### src/rtl/mem_access_unit_pkg.sv
// Shared types for the load/store sequencer: access-width codes, FSM states, lane geometry.
package mem_pkg;

  typedef enum logic [2:0] {
    OP_B  = 3'b000,
    OP_H  = 3'b001,
    OP_W  = 3'b010,
    OP_BU = 3'b100,
    OP_HU = 3'b101
  } mem_op_t;

  typedef enum logic [2:0] {
    IDLE,
    RD,
    LDFMT,
    RMW,
    WR,
    RESP
  } state_t;

  localparam int BYTE_W = 8;
  localparam int HALF_W = 16;

endpackage

### src/rtl/mem_access_unit_if.sv
// Core-side request/response bundle of the load/store sequencer.
interface mem_access_unit_if #(
  parameter int n = 32
) ();
  logic         req;
  logic         we;
  logic [2:0]   funct3;
  logic [n-1:0] addr;
  logic [n-1:0] wdata;
  logic         busy;
  logic         done;
  logic         fault;
  logic [n-1:0] rdata;

  modport master (
    output req, we, funct3, addr, wdata,
    input  busy, done, fault, rdata
  );

  modport slave (
    input  req, we, funct3, addr, wdata,
    output busy, done, fault, rdata
  );
endinterface

### src/rtl/mem_access_unit_lane.sv
// Little-endian lane handling: load extract/extend and sub-word store merge.
module lane_align
  import mem_pkg::*;
#(
  parameter int n = 32
) (
  input  logic [2:0]   funct3,
  input  logic [1:0]   off,
  input  logic [n-1:0] word,
  input  logic [n-1:0] wdata,
  output logic [n-1:0] ld_data,
  output logic [n-1:0] st_data
);
  logic [BYTE_W-1:0] byte_v;
  logic [HALF_W-1:0] half_v;

  always_comb begin
    byte_v  = word[{off, 3'b000} +: BYTE_W];
    half_v  = word[{off[1], 4'b0000} +: HALF_W];
    ld_data = word;
    st_data = word;
    case (funct3)
      OP_B: begin
        ld_data = {{(n-BYTE_W){byte_v[BYTE_W-1]}}, byte_v};
        st_data[{off, 3'b000} +: BYTE_W] = wdata[BYTE_W-1:0];
      end
      OP_BU: ld_data = {{(n-BYTE_W){1'b0}}, byte_v};
      OP_H: begin
        ld_data = {{(n-HALF_W){half_v[HALF_W-1]}}, half_v};
        st_data[{off[1], 4'b0000} +: HALF_W] = wdata[HALF_W-1:0];
      end
      OP_HU: ld_data = {{(n-HALF_W){1'b0}}, half_v};
      default: st_data = wdata;
    endcase
  end
endmodule

### src/rtl/mem_access_unit.sv
// Load/store sequencer between the core memory stage and a one-cycle-latency synchronous RAM.
module mem_access_unit
  import mem_pkg::*;
#(
  parameter int n  = 32,
  parameter int AW = 6
) (
  input  logic            clock,
  input  logic            nReset,
  mem_access_unit_if.slave core,
  output logic            ramR,
  output logic            ramW,
  output logic [AW-1:0]   ramAddr,
  output logic [n-1:0]    ramDataW,
  input  logic [n-1:0]    ramDataR
);
  state_t        state;
  logic          we_q;
  logic [2:0]    f3_q;
  logic [AW+1:0] addr_q;
  logic [n-1:0]  wdata_q;
  logic [n-1:0]  rdata_q;
  logic [n-1:0]  ld_data;
  logic          misal, oor, illegal;

  always_comb begin
    misal   = ((core.funct3 == OP_H || core.funct3 == OP_HU) && core.addr[0]) ||
              ((core.funct3 == OP_W) && (core.addr[1:0] != 2'b00));
    oor     = |core.addr[n-1:AW+2];
    illegal = (core.funct3 == 3'b011) || (core.funct3[2:1] == 2'b11) ||
              (core.we && core.funct3[2]);
  end

  // Merge data is combinational because ramDataR only arrives in the RMW cycle itself.
  lane_align #(.n(n)) u_lane (
    .funct3  (f3_q),
    .off     (addr_q[1:0]),
    .word    (ramDataR),
    .wdata   (wdata_q),
    .ld_data (ld_data),
    .st_data (ramDataW)
  );

  assign ramAddr    = addr_q[AW+1:2];
  assign core.rdata = rdata_q;

  always_ff @(posedge clock or negedge nReset) begin
    if (!nReset) begin
      state      <= IDLE;
      core.busy  <= 1'b0;
      core.done  <= 1'b0;
      core.fault <= 1'b0;
      ramR       <= 1'b0;
      ramW       <= 1'b0;
      we_q       <= 1'b0;
      f3_q       <= 3'b000;
      addr_q     <= '0;
      wdata_q    <= '0;
      rdata_q    <= '0;
    end else begin
      case (state)
        IDLE: begin
          if (core.req) begin
            we_q      <= core.we;
            f3_q      <= core.funct3;
            addr_q    <= core.addr[AW+1:0];
            wdata_q   <= core.wdata;
            core.busy <= 1'b1;
            if (misal || oor || illegal) begin
              state      <= RESP;
              core.done  <= 1'b1;
              core.fault <= 1'b1;
            end else if (core.we && core.funct3 == OP_W) begin
              state <= WR;
              ramW  <= 1'b1;
            end else begin
              state <= RD;
              ramR  <= 1'b1;
            end
          end
        end
        RD: begin
          ramR <= 1'b0;
          if (we_q) begin
            state <= RMW;
            ramW  <= 1'b1;
          end else begin
            state <= LDFMT;
          end
        end
        LDFMT: begin
          rdata_q   <= ld_data;
          state     <= RESP;
          core.done <= 1'b1;
        end
        RMW, WR: begin
          ramW      <= 1'b0;
          state     <= RESP;
          core.done <= 1'b1;
        end
        default: begin
          state      <= IDLE;
          core.busy  <= 1'b0;
          core.done  <= 1'b0;
          core.fault <= 1'b0;
        end
      endcase
    end
  end
endmodule

### src/flat_wrapper.sv
// flat-port wrapper written by rule: the top's interface ports become plain ports
module mem_access_unit_flat import mem_pkg::*;
#(
  parameter int n  = 32,
  parameter int AW = 6
)
  (clock, nReset, ramR, ramW, ramAddr, ramDataW, ramDataR, core_req, core_we, core_funct3, core_addr, core_wdata, core_busy, core_done, core_fault, core_rdata);
  mem_access_unit_if #(.n(n)) core_i ();
  input  logic clock;
  input  logic nReset;
  output logic ramR;
  output logic ramW;
  output logic [AW-1:0] ramAddr;
  output logic [n-1:0] ramDataW;
  input  logic [n-1:0] ramDataR;
  input wire logic [$bits(core_i.req)-1:0] core_req;
  input wire logic [$bits(core_i.we)-1:0] core_we;
  input wire logic [$bits(core_i.funct3)-1:0] core_funct3;
  input wire logic [$bits(core_i.addr)-1:0] core_addr;
  input wire logic [$bits(core_i.wdata)-1:0] core_wdata;
  output wire logic [$bits(core_i.busy)-1:0] core_busy;
  output wire logic [$bits(core_i.done)-1:0] core_done;
  output wire logic [$bits(core_i.fault)-1:0] core_fault;
  output wire logic [$bits(core_i.rdata)-1:0] core_rdata;
  assign core_i.req = core_req;
  assign core_i.we = core_we;
  assign core_i.funct3 = core_funct3;
  assign core_i.addr = core_addr;
  assign core_i.wdata = core_wdata;
  assign core_busy = core_i.busy;
  assign core_done = core_i.done;
  assign core_fault = core_i.fault;
  assign core_rdata = core_i.rdata;
  mem_access_unit #(.n(n), .AW(AW)) u_core (.clock(clock), .nReset(nReset), .core(core_i), .ramR(ramR), .ramW(ramW), .ramAddr(ramAddr), .ramDataW(ramDataW), .ramDataR(ramDataR));
endmodule
### config.mk
export PLATFORM = sky130hd
export DESIGN_NAME = mem_access_unit_flat
export DESIGN_NICKNAME = d
export VERILOG_FILES = /design/src/rtl/mem_access_unit_pkg.sv /design/src/rtl/mem_access_unit_if.sv /design/src/rtl/mem_access_unit_lane.sv /design/src/rtl/mem_access_unit.sv /design/src/flat_wrapper.sv
export SDC_FILE = /design/constraint.sdc
export NUM_CORES = 1
export LEC_CHECK = 0
export ABC_AREA = 1
export CAP_MARGIN = 20
export CORE_UTILIZATION = 34
export DETAILED_ROUTE_END_ITERATION = 12
export SETUP_SLACK_MARGIN = 0.02
export SYNTH_ARGS = -nofsm -noshare
export SYNTH_HDL_FRONTEND = slang
export SYNTH_SLANG_ARGS = --single-unit
### constraint.sdc
create_clock -name clock -period 3.6 [get_ports clock]
set_clock_uncertainty 0.2 [all_clocks]
set_input_delay 0.54 -clock clock [delete_from_list [all_inputs] [get_ports clock]]
set_output_delay 0.54 -clock clock [all_outputs]
set_load 0.1 [all_outputs]
==> flow_summary.json <==
{
  "setup_viol": 0,
  "synth_fp_nets": 775,
  "hold_violations": 0,
  "synth_edf_count": 0,
  "drt-vias-per-instance": 5.22,
  "core_mm2": 0.0148,
  "r2r_start": "u_core.state[2]",
  "grt_pass1_vias": 5481,
  "io_pins": 178,
  "wl_met3_mm": 1.21,
  "clk_path_buf_depth": 2,
  "worst_pin_slew_ns": 1.00,
  "cts_tree": "built",
  "fin_crit_sh_pct": 93.9,
  "start_util_pct": 35.3,
  "hp-class": "reg -> reg",
  "synth_compound_area_share_pct": 19.0,
  "rows": 44,
  "highest_layer": "met4",
  "cts_root_buffer": "clkbuf_16",
  "antenna_found_initial": 0,
  "wl_mm": 19.1,
  "layout-drive-gt1-share_pct": 13.9,
  "reg2reg_depth": 7,
  "h-tree-depth": 3,
  "clkLatencyLatePin_ns": 0.35,
  "rr_endpoint": "u_core.core.rdata[15]",
  "place_ws_ns": 0.637,
  "hold_depth": 2,
  "grt-ovfl-total": 0,
  "synth_warnings": 0,
  "min_to": "u_core.ramW",
  "yosysTopAreaCell": "dfrtp_1",
  "rsz0062_at_grt": "false",
  "avgSynthCellArea_um2": 7.80,
  "gp_congestion": 0.905,
  "fin_nets": 930,
  "vias": 5278,
  "arrival_ns": 2.64,
  "async_flop_share_pct": 100,
  "yosys.area_share.simple_pct": 23.9,
  "synth_top_family_by_area": "simple AND/OR/NAND/NOR gates",
  "cts_inserted_buffers": 9,
  "wl_met2_mm": 8.62,
  "worst_slack_ns": 0.220,
  "drc": 0,
  "clkTransAtPathRegs_ns": 0.07,
  "min_from": "u_core.ramW",
  "synth_area_leaders": "dfrtp_1 40%, nand2_1 9.6%, inv_1 5.1%",
  "syn_to_final_growth_pct": 48.1,
  "die_area_mm2": 0.0158,
  "first_iter_violations": 459,
  "synth_cell_type_count": 42,
  "grt_use_total_pct": 25.1,
  "seq_area_frac_synth_pct": 40.4,
  "synthMuxAreaShare_pct": 4.98,
  "status": "finished, final reports clean",
  "cp_data_required_time_ns": 2.86,
  "synth_xor_area_share_pct": 0,
  "dp_hpwl_mm": 14.5,
  "timing.hold.ws_ns": 0.278,
  "synth_top_area_share_pct": 40.4,
  "diodes": 0,
  "wl_per_cell_um": 18.9,
  "max_cap_violations": 0,
  "syn-cell-area_mm2": 0.00520,
  "critPathLaunch": "u_core.addr_q[0]",
  "ys_ff_latch": 84,
  "synth_fa_ha_area_share_pct": 1.20,
  "drt_pass1_iterations": 5,
  "grt_max_degree": 85,
  "relSlewSlack_pct": 33.1,
  "grt_pass1_wl_mm": 30.5,
  "portBuffers": 177,
  "rrSetupSlack_ns": 1.44,
  "tns_ns": 0,
  "slew_violations": 0,
  "path_max_fanout": 12,
  "max_freq_mhz": 296,
  "syn_inst": 667,
  "fin_crit_ns": 3.38,
  "start_kind": "flop",
  "die_y_um": 126,
  "wl_met1_mm": 8.92,
  "die_w_um": 126,
  "clock-sinks": 84,
  "worst-setup-path-type": "reg -> out",
  "synth_ff_type": "dfrtp_1",
  "ant_nets": 0,
  "cp-end-kind": "output port"
}
==> synth_stat cells (2+ instances only) <==
cell type and instances:
o21ai_1 16, or2_0 12, o22ai_1 30, a21oi_1 47, clkbuf_1 10, o221ai_1 8
nand3_1 52, inv_1 71, a21oi_4 2, a31oi_1 2, buf_1 3, nor2_1 58
buf_4 10, a22oi_1 10, o211ai_1 2, buf_6 4, a41oi_1 4, buf_2 16
o2111ai_1 6, dfrtp_1 84, nand2_2 5, nor2_4 2, or2_1 2, o21ai_2 3
o32ai_1 6, nand4_1 5, nand2_1 133, ha_1 5, inv_4 2, mux2_2 23
inv_2 5, o21ai_0 16, or2_2 4
==> critical path: stages (launching register included) <==
cell and delay [ns]:
dfrtp_1 0.64, ha_1 0.54, nand2_1 0.35, nor3_1 0.28
nor2_1 0.08, a21oi_2 0.19, buf_12 0.20
==> state kept, by name, indices dropped and copies added, names as in the netlist <==
| signal | cells |
|---|---|
| u_core.f3_q | 3 |
| u_core.ramW | 1 |
| u_core.core.busy | 1 |
| u_core.wdata_q | 32 |
| u_core.we_q | 1 |
| u_core.state | 3 |
| u_core.core.fault | 1 |
| u_core.core.done | 1 |
| u_core.core.rdata | 32 |
| u_core.addr_q | 8 |
| u_core.ramR | 1 |
==> area by class of cell <==
type,count,area [um2]
sequential,84,2100
multi-input combinational,461,2590
fill,1401,7050
tap,184,230
clock inverter,4,32.5
inverter,79,302
clock buffer,12,256
timing repair buffer,187,2200
==> through the flow <==
stage	instances	utilization (%)	cell area, um2
2_1_floorplan	667	-	5240
6_report	1011	52.2	7710
5_1_grt	1011	52.2	7710
3_3_place_gp	993	50.0	7380
3_5_place_dp	993	50.0	7380
4_1_cts	1009	52.0	7670
==> placed cells by master (no fill, tap or decap), types with 8 or more instances in the layout <==
master           netlist  layout
o221ai_1               8       8
nand2_1              133     133
nand3_1               52      52
o21ai_0               16      16
o22ai_1               30      30
a21oi_1               47      45
nor2_1                58      58
or2_0                 12      12
mux2_2                23      23
a22oi_1               10      10
clkbuf_16              0       9
buf_4                 10       9
inv_1                 71      71
o21ai_1               16      16
dfrtp_1               84      84
clkdlybuf4s50_1        0     143
buf_12                 0      33
==> worst max-delay path by stage <==
stage / to / slack, ns / cells after the start
4_1_cts: ramDataW[31] / 0.24 / 6
6_report: ramDataW[31] / 0.22 / 6
2_1_floorplan: ramDataW[0] / 0.04 / 7
3_5_place_dp: ramDataW[31] / 0.64 / 6
3_3_place_gp: ramDataW[31] / 0.59 / 6
5_1_grt: ramDataW[31] / 0.02 / 6
==> metal layers <==
layer	global-route usage [%]	vias to the layer above
li1	-	2557
met1	34.2	2498
met2	39.3	198
met3	5.99	25
met4	7.89	0
met5	0	-
==> cells by family (layout without fill, tap and decap cells) <==
kind of cell / after synthesis / in the layout
mux: 23 / 23
simple gates: 278 / 278
compound gates: 155 / 155
buf+inv: 122 / 282
flops: 84 / 84
fa+ha+maj: 5 / 5
==> repair_timing <==
action                    4_1_cts  5_1_grt
buffers inserted                0        0
resized for setup               0        0
hold endpoints to repair        0       30
hold buffers                    0        1
Power is left out: the tool's default activity adds up to more than one toggle a clock period on the data nets, which glitch-free logic cannot reach.
==> patch 1 (same settings) <==
Reset style: synchronous (`nReset`), changed in one clocked block.
--- a/src/rtl/mem_access_unit.sv
+++ b/src/rtl/mem_access_unit.sv
@@ -46,3 +46,3 @@
 
-  always_ff @(posedge clock or negedge nReset) begin
+  always_ff @(posedge clock) begin
     if (!nReset) begin
Function: differs if nReset is asserted again (counterexample within 4 cycles, from zero or initial values and one cycle with nReset low); with nReset held inactive, the same outputs for 4 cycles.
==> patch 1 against the original RTL <==
Count of clock-buffer cells in the layout shrank 2. First-iteration DRC count shrank 24%. Final cell count grew 3.0%. Synthesized area shrank 7.3%. Critical path depth grew 2. Wire length shrank 6.8%. Final area shrank 5.9%. Sequential cell count is the same. Setup slack gained 0.12 ns. Non-clock buffer count shrank 2.
==> patch 1: results (changes against the original RTL) <==
* Ys Warns at 0 (unchanged)
* Initial DRC Count at 349 (-24%)
* Placer Congestion at 0.884 (-2.3%)
* CTS resizes at 1 (+1)
* Initial antenna violation count at 0 (unchanged)
* Worst-path fanout max at 13 (+1)
* Seq/Total Area, Yosys at 34.9% (-5.5 points)
* Critical path's slowest cell: dfxtp_2
* WL/cell at 17.1 µm (-9.5%)
* Dpl cell area at 0.00699 mm² (-5.3%)
* Setup bufs post-CTS at 0 (unchanged)
* Area contributors post-synth: dfxtp_1 (35%), nand2_1 (9.5%), o21ai_0 (9.2%), inv_1 (7.4%), a21oi_1 (7.4%)
* CTS root buf: clkbuf_16
* Mapped Nets at 816 (+5.3%)
* Outcome: finished clean
* 1st-pass router iterations at 4 (-1)
* Vias in the first global route at 5280 (-3.7%)
* Antenna diodes at 0 (unchanged)
* Final HPWL DP at 14100 µm (-3.1%)
* Nets@finish at 965 (+3.8%)
* Global-route wire length before repair at 27700 µm (-8.9%)
* Hold Crit Class: reg -> reg
* Top FF cell, synth: dfxtp_1
* Max Root-Sink Buffers at 2 (unchanged)
* Htree depth at 3 (unchanged)
* Total track usage at 24.8% (-0.33 points)
* Synth cell types at 41 (-2.4%)
* Async S/R FF share, synth at 0% (-100 points)
* Clk_lat worst skew at 0.34 ns
* Worst vdd ir at 0.000352 V
* Num CTS Buffers at 9 (unchanged)
* Share of layout cells above drive strength 1 at 11.3% (-2.6 points)
* Largest net degree at the start of global routing at 76 (-11%)
* Port Buffers at 177 (unchanged)
* CTS clk-pin slew, worst paths at 0.06 ns
* Crit path max-delay family: simple AND/OR/NAND/NOR gates
* Worst Max-Slew Pin Slew at 1.00 ns (+0.000179 ns)
* Synth cell count leaders: nand2_1 (122), inv_1 (95), o21ai_0 (89)
* Via count at 5388 (+2.1%)
* Leak at 2.98 nW
* CP max stage delay at 0.48 ns (-0.16 ns)
-- patch 1: cell types whose count changed in the layout (fill, tap and decap cells not counted), sizes merged, moves of 9 or more --
cell / change
inv: +19
a21oi: +21
dfxtp: +84
nand3: -28
o21bai: +9
o21ai: +57
nor3: +9
or2: -17
mux2: -23
o21a: +14
dfrtp: -84
nor2: -19
-- patch 1: per-stage QoR --
| stage | hold WS, ns | setup WS (ns) | util [%] | cells |
|---|---|---|---|---|
| final | 0.248 | 0.336 | 52.3 | 1041 |
| after global routing | 0.272 | 0.115 | 52.3 | 1041 |
| after CTS | 0.250 | 0.150 | 52.3 | 1041 |
| after detailed placement | 0.244 | 0.382 | 50.4 | 1026 |
| after floorplan | 0.230 | 0.0742 | - | 708 |
| after global placement | 0.239 | 0.490 | 50.4 | 1026 |
-- patch 1: final timing paths --
kind,cells past startpoint,slack [ns],from,end
worst max-delay path,8,0.34,u_core.addr_q[0],ramDataW[27]
worst min-delay path,2,0.25,u_core.ramR,u_core.ramR
worst max register to register,8,1.26,u_core.state[1],u_core.core.rdata[12]
worst min register to register,2,0.25,u_core.ramR,u_core.ramR
-- patch 1: cell families after synthesis --
family	after synthesis	share of synthesized area (%)
compound gates	252	31.4
fa+ha+maj	5	1.30
buf+inv	146	12.7
flops	84	34.9
simple gates	221	19.7
-- patch 1: cell type report --
cell class | instances | area [µm²]
Clock buffer | 10 | 229
Clock inverter | 5 | 30.0
Fill cell | 1338 | 6630
Inverter | 99 | 372
Multi-Input combinational cell | 478 | 2570
Sequential cell | 84 | 1680
Tap cell | 180 | 225
Timing Repair Buffer | 185 | 2140
-- patch 1: where the power goes --
group,switching (mW),internal [mW]
logic,3.27,1.39
clock network,0.375,0.460
registers,0.144,1.15
-- patch 1: metal layers --
layer | GRT usage [%] | vias to the layer above | share of wire, %
met4 | 7.95 | 0 | 2.2
met5 | 0 | - | 0
met1 | 30.6 | 2486 | 43
li1 | - | 2678 | -
met3 | 7.38 | 22 | 8.3
met2 | 41.1 | 202 | 46
-- patch 1: worst reg2reg max path: cells and delay by family (launching register included) --
family / cells / cell delay [ns]
buffers and inverters: 4 / 1.17
AND/OR/NAND/NOR: 2 / 0.29
AO/OA/AOI/OAI: 2 / 0.31
flip-flops: 1 / 0.32
==> patch 2 (same flow settings) <==
Without the edit above. Set the package constant `HALF_W` to 20 (it was 16).
--- a/src/rtl/mem_access_unit_pkg.sv
+++ b/src/rtl/mem_access_unit_pkg.sv
@@ -21,3 +21,3 @@
   localparam int BYTE_W = 8;
-  localparam int HALF_W = 16;
+  localparam int HALF_W = 20;
 
Formal check against the unedited RTL: not equivalent (Yosys sat finds a counterexample within 4 cycles, from zero or initial values and one cycle with nReset low).
==> patch 2 against the original RTL <==
Final area is 1.9% lower. Sequential cell count stayed put. Setup slack better by 0.054 ns. Wire length is 3.1% lower. Synthesized cell count fell by 8.1%. Synthesized area decreased by 5.1%.
Power is not shown: default switching activity piles up to over one toggle a cycle in this logic, so the estimate is an artifact.
==> patch 2: results (changes against the original RTL) <==
* Area contributors post-synth: dfrtp_1 (43%), nand2_1 (9.0%), mux2_2 (5.2%), inv_1 (4.9%), o22ai_1 (4.9%)
* Synth cell types at 44 (+4.8%)
* Placer Congestion at 0.908 (+0.31%)
* Via density at 5.35 (+2.4%)
* Final HPWL DP at 14700 µm (+1.5%)
* Avg Cell Area, Syn at 8.06 µm² (+3.3%)
* Global-route wire length before repair at 27800 µm (-8.7%)
* Crit path max-delay family: compound AO/OA/AOI/OAI gates
* Synth cell count leaders: nand2_1 (119), dfrtp_1 (84), inv_1 (65)
* Largest net degree at the start of global routing at 44 (-48%)
* Total track usage at 25.2% (+0.054 points)
* Final cell count without fillers at 962 (-4.8%)
* Worst-path fanout max at 16 (+4)
* Post-Place Setup Slack at 0.679 ns (+0.0420 ns)
* Filler instances at 1266 (-9.6%)
* Outcome: finished clean
* Critical path's slowest cell: a41oi_2
* Worst Max-Slew Pin Slew at 1.02 ns (+0.0162 ns)
* Area grow syn2layout at 53.2%
* CP Data Arrival Time at 2.59 ns (-0.05 ns)
* Nets@finish at 885 (-4.8%)
* Vias in the first global route at 4999 (-8.8%)
* Post-Place Cells at 945 (-4.8%)
* Dpl cell area at 0.00720 mm² (-2.4%)
* Mapped Nets at 721 (-7.0%)
[patch 2: changes by cell type after synthesis, sizes merged, moves of 8 or more]
cell	unedited run	this run
nand3	53	26
nand2	138	126
or2	18	6
a22oi	10	0
o22ai	30	39
o21ai	35	43
[patch 2: kinds of logic (layout without fill, tap and decap cells)]
kind of cell / count (synthesis) / in the layout / synth area share [%]
flops: 84 / 84 / 42.6
buf+inv: 109 / 278 / 9.58
compound gates: 166 / 166 / 21.1
fa+ha+maj: 5 / 5 / 1.27
mux: 23 / 23 / 5.24
simple gates: 226 / 226 / 20.3
[patch 2: path summary, 6_finish.rpt]
kind / depth (start not counted) / from / to / slack [ns]
worst min-delay path: 2 / u_core.core.rdata[0] / u_core.core.rdata[0] / 0.28
min in group asynchronous: 2 / nReset / u_core.core.rdata[1] / 0.40
worst max register to register: 7 / u_core.state[2] / u_core.core.rdata[15] / 1.41
worst min register to register: 2 / u_core.core.rdata[0] / u_core.core.rdata[0] / 0.28
worst max-delay path: 6 / u_core.addr_q[1] / ramDataW[7] / 0.27
max in group asynchronous: 3 / nReset / u_core.wdata_q[19] / 2.04
[patch 2: worst min-delay path: stages (launching register included)]
cell and delay (ns):
dfrtp_1 0.35, nand2_1 0.05, nand2_1 0.05
[patch 2: metal layers]
layer  wire length [µm]  vias to the layer above  GRT usage, %
met2               8610                      241          41.3
met5                  0                        -             0
met4                581                        0          10.5
met1               8070                     2459          33.0
li1                   -                     2414             -
met3               1300                       31          3.72
[patch 2: final cells by class]
cell class              instances  share of cell area [%]
well taps                     180                    2.98
flip-flops and latches         84                    27.8
clock buffers                  10                    3.16
repair buffers                187                    28.7
multi-input cells             420                    32.2
inverters                      75                    3.76
clock inverters                 6                    1.47
